<file path="src/rtl/dcache_pkg.sv">
// Shared dcache line/burst geometry, data typedefs and the line adaptor FSM states.
package dcache_pkg;

  localparam int LINE_W  = 256;
  localparam int BURST_W = 64;
  localparam int BEATS   = LINE_W / BURST_W;

  typedef logic [LINE_W-1:0]  line_t;
  typedef logic [BURST_W-1:0] burst_t;

  typedef enum logic [1:0] {
    IDLE,
    RD,
    WR,
    DONE
  } adaptor_state_e;

endpackage

</file>
<file path="src/rtl/dcache_line_adaptor.sv">
// Gathers memory beats into a dcache line on fills and splits a line into beats on writebacks.
// Optional critical-word-first ordering is selected with `DCACHE_CRITICAL_WORD_FIRST_EN.
module dcache_line_adaptor
  import dcache_pkg::*;
#(
  parameter int s_offset = 5,
  parameter int s_burst  = 64
) (
  input  logic                        clk,
  input  logic                        rst,
  input  logic [31:0]                 address_i,
  input  logic                        read_i,
  input  logic                        write_i,
  input  logic [8*(2**s_offset)-1:0]  line_i,
  output logic [8*(2**s_offset)-1:0]  line_o,
  output logic                        resp_o,
  output logic [31:0]                 address_o,
  output logic                        read_o,
  output logic                        write_o,
  output logic [s_burst-1:0]          burst_o,
  input  logic [s_burst-1:0]          burst_i,
  input  logic                        resp_i
);

  localparam int line_w = 8 * (2 ** s_offset);
  localparam int beats  = line_w / s_burst;
  localparam int cnt_w  = $clog2(beats);

`ifdef DCACHE_CRITICAL_WORD_FIRST_EN
  localparam int addr_lsb = s_offset - cnt_w;
`else
  localparam int addr_lsb = s_offset;
`endif
  localparam logic [31:0] addr_mask = ~((32'd1 << addr_lsb) - 32'd1);

  adaptor_state_e      state, state_next;
  logic [cnt_w-1:0]    cnt;
  logic [cnt_w-1:0]    start_q;
  logic [cnt_w-1:0]    start_in;
  logic [cnt_w-1:0]    idx;
  logic [31:0]         addr_q;
  logic [line_w-1:0]   buffer;
  logic [line_w-1:0]   line_q;
  logic                last_beat;

`ifdef DCACHE_CRITICAL_WORD_FIRST_EN
  assign start_in = address_i[s_offset-1 -: cnt_w];
`else
  assign start_in = '0;
`endif

  // Beat index wraps naturally in cnt_w bits, giving the wrapped burst order.
  assign idx       = start_q + cnt;
  assign last_beat = resp_i && (cnt == cnt_w'(beats - 1));

  // NOTE: sequential state uses non-blocking assignments so every register
  // samples pre-edge values regardless of statement order.
  // NOTE: the line and write buffers are cleared on reset so an aborted fill
  // never leaves a partial line visible on line_o.
  always_ff @(posedge clk) begin
    if (rst) begin
      state   <= IDLE;
      cnt     <= '0;
      start_q <= '0;
      addr_q  <= '0;
      buffer  <= '0;
      line_q  <= '0;
    end else begin
      state <= state_next;
      case (state)
        IDLE: begin
          if (write_i) begin
            buffer  <= line_i;
            addr_q  <= address_i & addr_mask;
            start_q <= start_in;
            cnt     <= '0;
          end else if (read_i) begin
            addr_q  <= address_i & addr_mask;
            start_q <= start_in;
            cnt     <= '0;
          end
        end
        RD: begin
          if (resp_i) begin
            line_q[int'(idx)*s_burst +: s_burst] <= burst_i;
            cnt <= cnt + 1'b1;
          end
        end
        WR: begin
          if (resp_i) begin
            cnt <= cnt + 1'b1;
          end
        end
        default: ;
      endcase
    end
  end

  // NOTE: every combinational output gets a default first so no path infers a latch.
  always_comb begin
    state_next = state;
    case (state)
      IDLE: begin
        if (write_i)     state_next = WR;
        else if (read_i) state_next = RD;
      end
      RD:      if (last_beat) state_next = DONE;
      WR:      if (last_beat) state_next = DONE;
      DONE:    state_next = IDLE;
      default: state_next = IDLE;
    endcase
  end

  always_comb begin
    read_o    = 1'b0;
    write_o   = 1'b0;
    resp_o    = 1'b0;
    burst_o   = '0;
    address_o = addr_q;
    line_o    = line_q;
    case (state)
      RD:   read_o = 1'b1;
      WR: begin
        write_o = 1'b1;
        burst_o = buffer[int'(idx)*s_burst +: s_burst];
      end
      DONE: resp_o = 1'b1;
      default: ;
    endcase
  end

endmodule

</file>
<file path="config.mk">
export PLATFORM = sky130hd
export DESIGN_NAME = dcache_line_adaptor
export DESIGN_NICKNAME = d
export VERILOG_FILES = /design/src/rtl/dcache_pkg.sv /design/src/rtl/dcache_line_adaptor.sv
export SDC_FILE = /design/constraint.sdc
export NUM_CORES = 1
export LEC_CHECK = 0
export CAP_MARGIN = 0
export CORE_AREA = 2 2 276 278
export CTS_CLUSTER_DIAMETER = 150
export DETAILED_ROUTE_END_ITERATION = 8
export DIE_AREA = 0 0 278 280
export GPL_TIMING_DRIVEN = 1
export HOLD_SLACK_MARGIN = 0.06
export RECOVER_POWER = 100
export SETUP_SLACK_MARGIN = 0.1
export SLEW_MARGIN = 5
export SYNTH_ARGS = -nofsm -noshare
export SYNTH_HDL_FRONTEND = slang
export SYNTH_SLANG_ARGS = --single-unit
</file>
<file path="constraint.sdc">
create_clock -name clk -period 3.05 [get_ports clk]
set_clock_uncertainty 0.05 [all_clocks]
set_input_delay 0.915 -clock clk [delete_from_list [all_inputs] [get_ports clk]]
set_output_delay 0.915 -clock clk [all_outputs]
set_load 0.05 [all_outputs]
</file>
==> implementation parameters <==
Parameter                              Value

STA
  Transition at the pin with the smallest max-transition slack ... ~1.2 ns
  Number of failing setup endpoints in the final timing report ... just under 60
  Final Hold Violating Endpoints ... 0
  Count of final max-slew check failures ... 0
  Unrepaired setup endpoints after global routing ... yes
  Minimum hold slack ... 0.396 ns
  Part of the cycle the worst path needs ... 105%
  Shortest clock period the worst path allows after layout ... about 3.2 ns
  Maximum frequency from static timing analysis ... ~0.31 GHz
  Final setup margin ... -0.149 ns
  Max transition margin ... ~22%

Synthesis
  Most area-hungry cell type in the Yosys netlist ... sky130_fd_sc_hd__dfxtp_1
  Number of synthesized flops with an enable pin ... 0
  Register area share after synthesis ... between 50% and 60%
  Top cell types by occurrence after synthesis ... 672 x sky130_fd_sc_hd__nand2_1, 543 x sky130_fd_sc_hd__dfxtp_1, 325 x sky130_fd_sc_hd__a21oi_1, 103 x sky130_fd_sc_hd__clkbuf_1, 92 x sky130_fd_sc_hd__nor2_1
  Proportion of netlist area held by the largest area contributor ... 50.9%
  Synthesized area divided by synthesized cell count ... a little over 9 sq um
  Distinct cell type count after synthesis ... 39
  Most common cell in the netlist ... sky130_fd_sc_hd__nand2_1
  Top post-synthesis cells by area ... sky130_fd_sc_hd__dfxtp_1 51%, sky130_fd_sc_hd__nand2_1 12%, sky130_fd_sc_hd__a21oi_1 7.6%
  Leading register cell type out of synthesis ... sky130_fd_sc_hd__dfxtp_1
  Synthesized area ... roughly 0.021 sq mm
  Total number of yosys warnings ... 0
  Share of flip-flops with an asynchronous set or reset after synthesis ... 0%
  Register bit count reported by yosys ... about 540
  Post-Synthesis Cells ... between 2000 and 2500

Clock network
  Root cell of the clock tree ... sky130_fd_sc_hd__clkbuf_16
  Max H-tree Level ... 2
  Clock insertion delay at the later pin of the skew report ... about 0.60 ns
  TritonCTS Sinks ... 543
  Number of buffers inserted during clock tree synthesis ... 60
  TritonCTS clock tree ... done
  Register clock-pin slew on the reported worst setup and hold paths ... ~0.06 ns
  Buffer levels on the longest clock path ... 3

Critical path
  Largest stage delay on the critical path ... 0.51 ns
  Worst path most repeated cell ... sky130_fd_sc_hd__buf_12
  Setup slack of the most critical reg-to-reg path ... between 0.1 and 0.15 ns
  Critical path peak fanout ... 6
  Ordered list of cells on the worst path ... buf_12 -> buf_12 -> buf_12 -> mux4_2 -> and2_4 -> buf_8
  Endpoint required time on the critical path ... approximately 2.1 ns
  Class of the most critical setup path ... flop to output pin
  Slowest library cell on the worst path ... sky130_fd_sc_hd__mux4_2
  Arrival @ worst endpoint ... between 2 and 2.5 ns
  Crit path launch type ... flop
  Setup crit end kind ... output pin

Power
  Peak supply drop ... ~0.58 mV
  Leakage power total ... 12.2 nW
  Cell Pwr Density ... 698 mW/mm^2

Die
  Die Area ... between 0.07 and 0.08 sq mm
  Io pins ... about 710
  Area of the core ... between 0.07 and 0.08 sq mm
  Initial core utilization ... between 20 and 30%
  Row cnt ... a little over 100
  Die span in x ... about 280 um
  Die Y-Extent ... roughly 280 um

GRT
  Maximum number of pins on one net before global-route repair ... 161
  First-pass GRT wire length ... 120 mm
  GRT Util Overall ... about a fifth
  Vias in the first global route ... approximately 19000
  Total congestion overflow ... 0
  Initial antenna violation count ... 11

Drt
  Drt first pass iters ... 5
  Via/cell ratio ... between 4 and 5
  Number of remaining DRC errors ... 0
  Sum of routed wire length over all layers ... between 80 and 90 mm
  Count of vias placed by the detailed router ... between 15000 and 20000
  Final antenna-violating net count ... 0
  Wire per inst ... roughly 20 um
  Starting DRC count in detailed routing ... 1127

Placed design
  Instance area at placement ... approximately 0.03 sq mm
  Number of buffers added on ports ... between 700 and 800
  Final HPWL from detailed placement ... 57.0 mm
  Final RePlAce weighted congestion ... 0.841
  Worst setup timing slack at the placement stage ... about 0.20 ns

Finish
  Register area ... about 0.011 sq mm
  Layout cells sized above 1 ... between 10% and 20%
  Final net count ... 3342
  Total non-filler cell area in the finished layout ... approximately 0.032 sq mm
  Area of the multi-input gates ... ~0.0095 sq mm
  Final-layout fill cell count ... between 7000 and 8000
  Synthesis-to-layout area growth ... 49.0%

Run status
  Failing checks ... setup timing
  Status ... finished, violations left

Flow run
  Number of max-capacitance violations reported ... 0

Hold path
  Hold WC Path Type ... flop to flop
-- worst max-delay path: cells and delay by family (launching register included) --
kind          cells  cell delay (ns)
buf+inv           4             0.53
flops             1             0.38
mux               1             0.51
simple gates      1             0.18
-- placed cells by master (no fill, tap or decap), types with 42 or more instances in the layout --
cell type,n
sky130_fd_sc_hd__dlygate4sd3_1,280
sky130_fd_sc_hd__nand2_1,671
sky130_fd_sc_hd__nand3_2,60
sky130_fd_sc_hd__nor2_1,92
sky130_fd_sc_hd__buf_4,42
sky130_fd_sc_hd__clkdlybuf4s50_1,349
sky130_fd_sc_hd__a32oi_1,91
sky130_fd_sc_hd__mux4_2,64
sky130_fd_sc_hd__clkbuf_16,60
sky130_fd_sc_hd__a22o_1,64
sky130_fd_sc_hd__a21oi_1,330
sky130_fd_sc_hd__nand3_1,45
sky130_fd_sc_hd__dfxtp_1,541
sky130_fd_sc_hd__a21oi_2,55
-- path summary, 6_finish.rpt --
kind	cells past startpoint	to	startpoint
hold / removal	2	line_o[84]$_SDFFE_PP0P_	line_o[84]$_SDFFE_PP0P_
setup reg to reg	9	line_o[47]$_SDFFE_PP0P_	cnt[0]$_SDFFE_PP0P_
hold reg to reg	2	line_o[84]$_SDFFE_PP0P_	line_o[84]$_SDFFE_PP0P_
setup / recovery	6	burst_o[18]	cnt[0]$_SDFFE_PP0P_
-- final cells by class --
type	instances	share of cell area, %
multi-input combinational	1582	30.0
inverter	5	0.0590
antenna	10	0.0786
timing repair buffer	783	25.4
sequential	543	34.2
tap	978	3.85
clock inverter	23	1.00
clock buffer	86	5.47
-- logic make-up (layout without fill, tap and decap cells) --
kind of cell	Yosys count	in the layout	share of synthesized area, %
compound gates	552	552	16.8
fa+ha+maj	10	10	0.586
buf+inv	222	897	5.07
flops	543	543	50.9
mux	64	64	6.75
other cells	1	15	0.0176
simple gates	951	951	19.9
-- metrics by stage --
| step | utilization [%] | std cells | total power [mW] | TNS (ns) |
|---|---|---|---|---|
| floorplan | - | 2347 | 12.3 | 0 |
| global placement | 39.3 | 3879 | 14.9 | 0 |
| detailed placement | 39.3 | 3879 | 14.9 | 0 |
| CTS | 42.6 | 4000 | 22.7 | -9.22 |
| global route | 42.3 | 4010 | 23.3 | -16.02 |
| finish | 42.3 | 4010 | 22.2 | -4.65 |
-- timing repair --
item / in CTS / in global routing
resized for setup: 94 / 8
hold buffers: 0 / 0
setup endpoints to repair: 69 / 65
hold endpoints to repair: 0 / 0
gates cloned: 2 / 0
setup buffers: 10 / 0
-- flip-flops by register name, summed over array words and instances (netlist names) --
name       cells
line_o       256
address_o     27
state          2
buffer       256
cnt            2
-- layer usage --
layer  vias to the layer above  global-route usage (%)  wire (um)
met4                         2                    9.87       3950
met1                      9357                    25.0      33600
met3                       179                    4.72       5770
met2                       687                    32.2      38100
li1                       9332                       -          -
met5                         -                       0         13
-- power by group --
group / internal [mW] / switching [mW]
clock network: 4.40 / 3.08
registers: 7.87 / 0.394
logic: 2.42 / 4.04
Note: power is estimated with default switching activity, not from simulation.
